### src/rtl/edge_scanner_pkg.sv
// ---------------------------------------------------------------------------
// edge_scanner_pkg
// Shared types and constants for the edge scanner:
//   state_t  - scan controller states
//   line_t   - which scan line a returned pixel belongs to (row or column)
//   FOUND_*  - bit positions inside the 4-bit found vector
// ---------------------------------------------------------------------------
package edge_scanner_pkg;

  typedef enum logic [2:0] {
    IDLE  = 3'd0,
    ROW   = 3'd1,
    COL   = 3'd2,
    DRAIN = 3'd3,
    DONE  = 3'd4
  } state_t;

  typedef enum logic {
    LINE_ROW = 1'b0,
    LINE_COL = 1'b1
  } line_t;

  localparam int FOUND_LEFT  = 0;
  localparam int FOUND_RIGHT = 1;
  localparam int FOUND_TOP   = 2;
  localparam int FOUND_BOT   = 3;

endpackage

### src/rtl/edge_scanner_run_matcher.sv
// ---------------------------------------------------------------------------
// run_matcher
// Streaming detector for a step pattern of RUN pixels on each side.
// Keeps the recent pixel history of the current line plus a saturating fill
// counter; matches are only reported once 2*RUN pixels of the line exist.
//
// Ports
//   clk_in     system clock
//   rst_n_in   asynchronous active-low reset
//   clear_in   synchronous clear of history and fill count
//   valid_in   pixel_in carries a pixel this cycle
//   first_in   this pixel is the first of a new line (history restarts)
//   pixel_in   thresholded pixel
//   rise_out   last 2*RUN pixels are RUN zeros followed by RUN ones
//   fall_out   last 2*RUN pixels are RUN ones followed by RUN zeros
// ---------------------------------------------------------------------------
module run_matcher #(
  parameter int RUN = 8
) (
  input  logic clk_in,
  input  logic rst_n_in,
  input  logic clear_in,
  input  logic valid_in,
  input  logic first_in,
  input  logic pixel_in,
  output logic rise_out,
  output logic fall_out
);

  localparam int HW = 2 * RUN;
  localparam int CW = $clog2(HW + 1);

  // Older pixels sit in higher bits, the newest pixel is bit 0 of the window.
  localparam logic [HW-1:0] RISE_PAT = {{RUN{1'b0}}, {RUN{1'b1}}};
  localparam logic [HW-1:0] FALL_PAT = ~RISE_PAT;

  // Together with the incoming pixel the stored 2*RUN-1 bits form the full
  // 2*RUN-pixel history the comparators look at.
  logic [HW-2:0] hist_reg;
  logic [CW-1:0] fill_reg;

  logic [HW-2:0] hist_eff;
  logic [CW-1:0] fill_eff;
  logic [HW-1:0] window;
  logic          full;

  // The first pixel of a line sees an empty history so the previous line
  // never leaks into the new one, without needing a separate clear cycle.
  always_comb begin
    hist_eff = first_in ? '0 : hist_reg;
    fill_eff = first_in ? '0 : fill_reg;
    window   = {hist_eff, pixel_in};
    full     = (fill_eff >= CW'(HW - 1));
    rise_out = valid_in && full && (window == RISE_PAT);
    fall_out = valid_in && full && (window == FALL_PAT);
  end

  always_ff @(posedge clk_in or negedge rst_n_in) begin
    if (!rst_n_in) begin
      hist_reg <= '0;
      fill_reg <= '0;
    end else if (clear_in) begin
      hist_reg <= '0;
      fill_reg <= '0;
    end else if (valid_in) begin
      hist_reg <= window[HW-2:0];
      fill_reg <= (fill_eff == CW'(HW)) ? fill_eff : fill_eff + CW'(1);
    end
  end

endmodule

### src/rtl/edge_scanner.sv
// ---------------------------------------------------------------------------
// edge_scanner
// Scans one image row and one image column through a thresholded frame
// buffer and reports the first rising and last falling RUN-pixel step on
// each line as left/right (row) and top/bottom (column) edges.
//
// Parameters
//   WIDTH, HEIGHT   image size in pixels
//   RUN             half-pattern length in pixels
//   READ_LATENCY    frame-buffer read latency in cycles (1..4)
//
// Ports
//   clk_in          system clock
//   rst_n_in        asynchronous active-low reset
//   start_in        start request, honoured only while idle
//   x_center_in     column to scan / row position of the row scan
//   y_center_in     row to scan / column position of the column scan
//   rd_en_out       frame-buffer read strobe
//   addr_out        frame-buffer address (y*WIDTH + x)
//   pixel_in        pixel returned READ_LATENCY cycles after rd_en_out
//   busy_out        scan in progress
//   done_out        one-cycle completion pulse
//   left/right_edge_out, top/bot_edge_out   detected edges
//   found_out       per-edge valid {bot, top, right, left}
// ---------------------------------------------------------------------------
module edge_scanner
  import edge_scanner_pkg::*;
#(
  parameter int WIDTH        = 240,
  parameter int HEIGHT       = 320,
  parameter int RUN          = 8,
  parameter int READ_LATENCY = 2
) (
  input  logic                              clk_in,
  input  logic                              rst_n_in,
  input  logic                              start_in,
  input  logic [$clog2(WIDTH)-1:0]          x_center_in,
  input  logic [$clog2(HEIGHT)-1:0]         y_center_in,
  output logic                              rd_en_out,
  output logic [$clog2(WIDTH*HEIGHT)-1:0]   addr_out,
  input  logic                              pixel_in,
  output logic                              busy_out,
  output logic                              done_out,
  output logic [$clog2(WIDTH)-1:0]          left_edge_out,
  output logic [$clog2(WIDTH)-1:0]          right_edge_out,
  output logic [$clog2(HEIGHT)-1:0]         top_edge_out,
  output logic [$clog2(HEIGHT)-1:0]         bot_edge_out,
  output logic [3:0]                        found_out
);

  localparam int XW = $clog2(WIDTH);
  localparam int YW = $clog2(HEIGHT);
  localparam int AW = $clog2(WIDTH * HEIGHT);
  localparam int IW = (XW > YW) ? XW : YW;

  // Tag travelling alongside each outstanding read so the returned pixel
  // can be attributed to its line and position without buffering the line.
  typedef struct packed {
    logic          valid;
    line_t         line;
    logic [IW-1:0] idx;
  } tag_t;

  state_t        state_reg, state_next;
  logic [XW-1:0] x_c_reg;
  logic [YW-1:0] y_c_reg;
  logic [IW-1:0] cnt_reg;
  logic [2:0]    drain_reg;

  logic          rd_en;
  logic          busy;
  logic          done;
  line_t         line_cur;
  logic [AW-1:0] rd_addr;

  logic          x_bad;
  logic          y_bad;
  logic          start_accept;

  tag_t [READ_LATENCY-1:0] pipe_reg;
  tag_t                    tag_now;
  tag_t                    tail;

  logic          rise_match;
  logic          fall_match;

  logic [XW-1:0] left_reg, right_reg;
  logic [YW-1:0] top_reg, bot_reg;
  logic [3:0]    found_reg;

  // Centre range checks only exist when the port can encode values past
  // the image edge; for power-of-two sizes every code is in range.
  if ((2 ** XW) > WIDTH) begin : g_xchk
    assign x_bad = (x_center_in >= XW'(WIDTH));
  end else begin : g_xnochk
    assign x_bad = 1'b0;
  end

  if ((2 ** YW) > HEIGHT) begin : g_ychk
    assign y_bad = (y_center_in >= YW'(HEIGHT));
  end else begin : g_ynochk
    assign y_bad = 1'b0;
  end

  assign start_accept = (state_reg == IDLE) && start_in;

  // -------------------------------------------------------------------------
  // Controller: next state and decoded outputs
  // -------------------------------------------------------------------------
  always_comb begin
    state_next = state_reg;
    rd_en      = 1'b0;
    busy       = 1'b0;
    done       = 1'b0;
    line_cur   = LINE_ROW;
    rd_addr    = '0;
    case (state_reg)
      IDLE: begin
        if (start_in) begin
          state_next = (x_bad || y_bad) ? DONE : ROW;
        end
      end
      ROW: begin
        rd_en    = 1'b1;
        busy     = 1'b1;
        line_cur = LINE_ROW;
        rd_addr  = AW'(y_c_reg) * AW'(WIDTH) + AW'(cnt_reg);
        if (cnt_reg == IW'(WIDTH - 1)) begin
          state_next = COL;
        end
      end
      COL: begin
        rd_en    = 1'b1;
        busy     = 1'b1;
        line_cur = LINE_COL;
        rd_addr  = AW'(cnt_reg) * AW'(WIDTH) + AW'(x_c_reg);
        if (cnt_reg == IW'(HEIGHT - 1)) begin
          state_next = DRAIN;
        end
      end
      DRAIN: begin
        busy = 1'b1;
        // Waits for the last column pixel still in flight in the buffer.
        if (drain_reg == 3'(READ_LATENCY - 1)) begin
          state_next = DONE;
        end
      end
      DONE: begin
        done       = 1'b1;
        state_next = IDLE;
      end
      default: begin
        state_next = IDLE;
      end
    endcase
  end

  always_ff @(posedge clk_in or negedge rst_n_in) begin
    if (!rst_n_in) begin
      state_reg <= IDLE;
      x_c_reg   <= '0;
      y_c_reg   <= '0;
      cnt_reg   <= '0;
      drain_reg <= '0;
    end else begin
      state_reg <= state_next;
      case (state_reg)
        IDLE: begin
          if (start_in) begin
            x_c_reg   <= x_center_in;
            y_c_reg   <= y_center_in;
            cnt_reg   <= '0;
            drain_reg <= '0;
          end
        end
        ROW: begin
          cnt_reg <= (cnt_reg == IW'(WIDTH - 1)) ? '0 : cnt_reg + IW'(1);
        end
        COL: begin
          cnt_reg <= (cnt_reg == IW'(HEIGHT - 1)) ? '0 : cnt_reg + IW'(1);
        end
        DRAIN: begin
          drain_reg <= drain_reg + 3'd1;
        end
        default: begin
        end
      endcase
    end
  end

  // -------------------------------------------------------------------------
  // Read tag pipeline: stage READ_LATENCY-1 lines up with pixel_in
  // -------------------------------------------------------------------------
  always_comb begin
    tag_now       = '0;
    tag_now.valid = rd_en;
    tag_now.line  = line_cur;
    tag_now.idx   = cnt_reg;
  end

  always_ff @(posedge clk_in or negedge rst_n_in) begin
    if (!rst_n_in) begin
      pipe_reg <= '0;
    end else begin
      pipe_reg[0] <= tag_now;
      for (int k = 1; k < READ_LATENCY; k++) begin
        pipe_reg[k] <= pipe_reg[k-1];
      end
    end
  end

  assign tail = pipe_reg[READ_LATENCY-1];

  run_matcher #(
    .RUN(RUN)
  ) u_matcher (
    .clk_in   (clk_in),
    .rst_n_in (rst_n_in),
    .clear_in (start_accept),
    .valid_in (tail.valid),
    .first_in (tail.valid && (tail.idx == '0)),
    .pixel_in (pixel_in),
    .rise_out (rise_match),
    .fall_out (fall_match)
  );

  // -------------------------------------------------------------------------
  // Edge registers. A match implies idx >= 2*RUN-1, so the subtractions
  // below cannot wrap. Rising edges keep the first hit, falling the last.
  // -------------------------------------------------------------------------
  always_ff @(posedge clk_in or negedge rst_n_in) begin
    if (!rst_n_in) begin
      left_reg  <= '0;
      right_reg <= '0;
      top_reg   <= '0;
      bot_reg   <= '0;
      found_reg <= '0;
    end else if (start_accept) begin
      left_reg  <= '0;
      right_reg <= '0;
      top_reg   <= '0;
      bot_reg   <= '0;
      found_reg <= '0;
    end else if (tail.valid) begin
      if (rise_match) begin
        if (tail.line == LINE_ROW && !found_reg[FOUND_LEFT]) begin
          left_reg              <= XW'(tail.idx - IW'(RUN - 1));
          found_reg[FOUND_LEFT] <= 1'b1;
        end
        if (tail.line == LINE_COL && !found_reg[FOUND_TOP]) begin
          top_reg              <= YW'(tail.idx - IW'(RUN - 1));
          found_reg[FOUND_TOP] <= 1'b1;
        end
      end
      if (fall_match) begin
        if (tail.line == LINE_ROW) begin
          right_reg              <= XW'(tail.idx - IW'(RUN));
          found_reg[FOUND_RIGHT] <= 1'b1;
        end else begin
          bot_reg              <= YW'(tail.idx - IW'(RUN));
          found_reg[FOUND_BOT] <= 1'b1;
        end
      end
    end
  end

  assign rd_en_out      = rd_en;
  assign addr_out       = rd_addr;
  assign busy_out       = busy;
  assign done_out       = done;
  assign left_edge_out  = left_reg;
  assign right_edge_out = right_reg;
  assign top_edge_out   = top_reg;
  assign bot_edge_out   = bot_reg;
  assign found_out      = found_reg;

endmodule

### config.mk
export PLATFORM = sky130hd
export DESIGN_NAME = edge_scanner
export DESIGN_NICKNAME = d
export VERILOG_FILES = /design/src/rtl/edge_scanner_pkg.sv /design/src/rtl/edge_scanner_run_matcher.sv /design/src/rtl/edge_scanner.sv
export SDC_FILE = /design/constraint.sdc
export NUM_CORES = 1
export LEC_CHECK = 0
export CAP_MARGIN = 0
export CORE_ASPECT_RATIO = 0.8
export CORE_MARGIN = 5
export CORE_UTILIZATION = 58
export CTS_CLUSTER_SIZE = 16
export DETAILED_ROUTE_END_ITERATION = 10
export GPL_ROUTABILITY_DRIVEN = 0
export PLACE_DENSITY_LB_ADDON = 0.08
export SYNTH_ARGS = -nofsm -noshare
export SYNTH_HDL_FRONTEND = slang
export SYNTH_SLANG_ARGS = --single-unit
### constraint.sdc
create_clock -name clk_in -period 6.4 [get_ports clk_in]
set_clock_uncertainty 0.1 [all_clocks]
set_input_delay 1.28 -clock clk_in [delete_from_list [all_inputs] [get_ports clk_in]]
set_output_delay 1.28 -clock clk_in [all_outputs]
set_load 0.01 [all_outputs]
# Word-level counts from Yosys, hierarchy flattened
# Index checks and enable logic that the tools add are counted.
classes:
  shift: 0
  n_eq_ne: 15
  muxes: 50
  multipliers: 2
  reduce_logical: 30
  magnitude_cmp: 3
  n_addsub: 7
  bitwise: 1
  n_div: 0
op_table:
  columns: ["cell", "n"]
  rows:
  - ["two-way mux 9 bit", 11]
  - ["two-way mux 8 bit", 8]
  - ["two-way mux 15 bit", 3]
  - ["one-hot mux 17 bit (2 select lines)", 1]
  - ["one-hot mux 9 bit (3 select lines)", 1]
  - ["multiplier 9 x 4 -> 13 bit (second input constant)", 2]
  - ["two-way mux 5 bit", 4]
  - ["two-way mux 3 bit", 6]
  - ["adder 17 x 8 -> 17 bit", 1]
  - ["adder 17 x 9 -> 17 bit", 1]
  - ["== test 16 bit (second input constant)", 1]
  - ["== test 16 x 8 -> 1 bit (second input constant)", 1]
  - ["nonzero test 2 bit", 7]
  - ["two-way mux 1 bit", 12]
  - ["one-hot mux 3 bit (4 select lines)", 1]
  - ["AND reduction 3 bit", 4]
  - ["inequality test 2 bit (second input constant)", 5]
  - ["adder 9 x 1 -> 9 bit (second input constant)", 1]
  - ["== test 9 x 8 -> 1 bit (second input constant)", 1]
  - ["== test 9 bit (second input constant)", 1]
  - ["greater-or-equal comparator 9 bit (second input constant)", 1]
  - ["logical NOT 9 bit", 1]
  - ["subtractor 9 x 3 -> 9 bit (second input constant)", 1]
  - ["subtractor 9 x 4 -> 9 bit (second input constant)", 1]
  - ["20 further kinds", 32]
word_totals:
  ramBits: 0
  wordCells: 129
  register_bits: 112
  n_memories: 0
  in_bits: 21
  out_inout_bits: 58
  rom_bits: 0
  latchBits: 0

# Logic depth before layout (Yosys ltp)
depth:
  depth_word: 9
  depth_mapped: 16
  mapped_depth_nobuf: 14

# By module
# Synthesis repeated with hierarchy kept, for this count alone.
unflattened:
  cells_unflattened: 834
  hier_area_um2: 7723.7
modules_own_cells:
  columns: ["module", "cells_per_inst", "seq_area_each_um2", "area_each_um2", "instances"]
  rows:
  - ["edge_scanner", 713, 2302.2, 6572.6, 1]
  - ["run_matcher", 121, 500.5, 1151.1, 1]

# Worst setup path before layout
# OpenSTA, ideal clock, no wires.
synth_timing:
  kind: "register to output"
  from: "reg y_c_reg[0]"
  to: "out addr_out[11]"
  arrival_ns: 3.735
  t_required_ns: 5.020
  n_path_buf: 0
  path_stages_with_launch: 15
  setup_slack_ns: 1.285
  path_cell_list: "dfrtp_1 fa_1 inv_1 fa_1 fa_1 inv_1 ha_1 a21oi_1 o21ai_0 a21oi_1 nor2_1 a2111oi_0 o21ai_0 xnor2_1 o22ai_1"
synth_between:
  elab_chain_len: 3
synth_rtl:
  columns: ["element", "line", "rtl"]
  rows:
  - ["start, declared", "edge_scanner.sv:66", "logic [YW-1:0] y_c_reg;"]
  - ["start signal, assigned", "edge_scanner.sv:171", "y_c_reg <= y_center_in;"]
  - ["multiplier 9 x 4 -> 13 bit", "edge_scanner.sv:127", "rd_addr = AW'(y_c_reg) * AW'(WIDTH) + AW'(cnt_reg);"]
  - ["adder 17 x 9 -> 17 bit", "edge_scanner.sv:127", null]
  - ["one-hot mux 17 bit (2 select lines)", "edge_scanner.sv:117", "case (state_reg)"]
  - ["end, declared", "edge_scanner.sv:40", "output logic [$clog2(WIDTH*HEIGHT)-1:0] addr_out,"]
# No other way between the ends.

# Worst setup path in the final report
layout_timing:
  from: "reg y_c_reg[0]"
  to: "out addr_out[15]"
# Same word-level chain as after synthesis.

==> impl_metrics.yaml <==
clock_tree:
  cts_tree: "done"
  ctsRootBufferMaster: "clkbuf_16"
  clock_sinks: 112
  cts_max_path_buffers: 2
  ctsHoldBuffers: 0
  cts_max_level: 3
  numCtsBuffers: 9
  clkLatencyLatePin_ns: 0.35
  path_clk_slew_ns: 0.07
final_layout:
  largest_reg_flops: 22
  ff_latch_area_um2: 2803
  nFillCells: 1034
  multi_input_area_um2: 4217
  fin_nets: 942
  instances_no_fill: 1009
  area_growth_pct: 16.79
  finish.utilization_pct: 68.20
  drive_gt1_share_pct: 8.153
  n_antenna_cell: 0
global_routing:
  grt-ovfl-total: 0
  grt_pass1_vias: 5781
  gr-usage-all-layers_pct: 22.39
  antenna_found_initial: 0
  grt_max_degree: 70
  grt_pass1_wl_mm: 27.59
placed_design:
  io_buffers: 78
  place_inst: 994
  dp_hpwl_mm: 12.27
drt:
  drcViolationCount: 0
  finalWirelength_mm: 16.09
  wl_per_cell_um: 15.95
  postRouteAntennaNets: 0
  via_per_inst: 5.634
  dr.first_iter.drc_count: 308
  vias: 5685
  drt_first_pass_iters: 5
floorplan:
  dieArea_um2: 15150
  core_area_um2: 12680
  rows: 37
  io-pin-count: 79
  die_w_um: 136.3
  chipHeight_um: 111.1
  initial_core_util_pct: 58.39
yosys:
  ys_warn_count: 0
  syn_area_um2: 7407
  synth-seq-cells: 112
  synth_area_per_cell_um2: 9.759
  synth.largest_area_cell: "dfrtp_1"
  ys_top_cells_by_area: "dfrtp_1 (38%), ha_1 (9.8%), fa_1 (8.6%), mux2_2 (4.9%), inv_1 (4.3%)"
  synth.top_cell.area_share_pct: 37.84
  ys_seq_area_share_pct: 37.84
  synth.distinct_cells: 62
  synth_nets: 870
  synth_cells: 759
  synth-async-reset-ratio_pct: 100.0
  synth-edff-count: 0
  synth_flop_cell: "dfrtp_1"
timing:
  finalHoldViolCount: 0
  setup_tns_ns: 0
  worst_pin_slew_ns: 0.8557
  final.period_utilization_pct: 95.87
  max_freq_mhz: 163.0
  slew-limit-headroom_pct: 42.95
  fin_crit_ns: 6.136
  drv_slew: 0
  rsz0062_at_grt: "no"
  setup_viol: 0
flow_run:
  maxCapViolCount: 0
worst_setup_path:
  arrival_ns: 4.76
  crit_type: "flop to output pin"
  crit_fanout: 7
  regToRegSetupSlack_ns: 2.78
  critPathLaunchType: "flop"
  endpoint_kind: "output pin"
  startpoint: "y_c_reg[0]$_DFFE_PN0P_"
  timing.rr.start: "pipe_reg[14]$_DFF_PN0_"
  required_ns: 5.02
hold_path:
  hp-class: "flop to flop"
  hp-start: "pipe_reg[0]$_DFF_PN0_"
outcome:
  status: "finished, final reports clean"
-- per-layer routing --
metal	share of wire (%)	track usage, %	routed length, um
met5	0	0	0
met1	45	30.34	7219
met4	2.3	7.186	363
met2	49	36.29	7809
met3	4.3	4.310	698
-- cells by family (layout without fill, tap and decap cells) --
| kind of cell | count (synthesis) | in the layout | synth area share (%) |
|---|---|---|---|
| compound gates | 149 | 149 | 13.43 |
| xor+xnor | 48 | 48 | 5.676 |
| fa+ha+maj | 90 | 90 | 18.45 |
| buf+inv | 108 | 183 | 5.558 |
| flops | 112 | 112 | 37.84 |
| mux | 35 | 35 | 5.270 |
| simple gates | 217 | 217 | 13.78 |
-- cell usage in the layout, fill, tap and decap left out, drive strengths merged, types with 12 or more instances in the layout --
| master | instances |
|---|---|
| mux2 | 32 |
| a22o | 12 |
| inv | 87 |
| xor2 | 22 |
| a21oi | 33 |
| fa | 32 |
| nand3 | 23 |
| dfrtp | 112 |
| o21ai | 44 |
| clkdlybuf4s50 | 77 |
| nor2 | 54 |
| nand2 | 74 |
| xnor2 | 26 |
| ha | 58 |
-- worst paths after layout --
path,to,depth (start not counted)
max in group asynchronous,top_edge_out[7]$_DFFE_PN0P_,2
hold / removal,pipe_reg[11]$_DFF_PN0_,0
hold reg to reg,pipe_reg[11]$_DFF_PN0_,0
setup reg to reg,top_edge_out[6]$_DFFE_PN0P_,14
setup / recovery,addr_out[15],13
min in group asynchronous,u_matcher.hist_reg[5]$_DFFE_PN0P_,1
-- synth_stat cells, drive strengths merged, types with 6 or more instances --
library cell	number
clkbuf	19
dfrtp	112
nor2b	10
inv	84
a21oi	33
nand4	9
nand2	74
ha	58
fa	32
o21ai	44
o31ai	7
a211oi	6
nand3	23
o22ai	10
nor3	11
a22o	12
xnor2	26
nand2b	11
nor2	54
xor2	22
nor4	6
mux2	32
-- per-stage QoR --
step,hold slack [ns],setup WS (ns),area (um^2)
after floorplan,0.2312,1.285,7407
after global placement,0.2335,0.6015,8361
after detailed placement,0.2356,0.5287,8361
after CTS,0.2530,0.1285,8627
after global routing,0.2598,0.01273,8651
final,0.2595,0.2645,8651
-- cell type report --
type                       count  area share (%)
clock buffer                   9           2.603
clock inverter                 5          0.4773
inverter                      84           3.645
multi-input combinational    539           48.74
sequential                   112           32.40
tap                          175           2.531
timing repair buffer          85           9.604
-- what timing repair did --
| action | CTS | global route |
|---|---|---|
| setup buffers | 0 | 1 |
| endpoints found under the hold margin | 0 | 0 |
| resized for setup | 0 | 4 |
| setup endpoints to repair | 0 | 2 |
-- critical path, cell delays in order (launching register included) --
cell and delay (ns):
dfrtp_1 0.44, fa_1 0.58, inv_1 0.06, fa_1 0.47
fa_1 0.41, nand2b_1 0.18, a21o_1 0.25, o211a_1 0.27
or3_1 0.40, xnor2_1 0.32, nand3_1 0.15, xor2_1 0.19
o22ai_1 0.12, clkdlybuf4s50_1 0.58
Power is not shown: default switching activity piles up to over one toggle a cycle in this logic, so the estimate is an artifact.
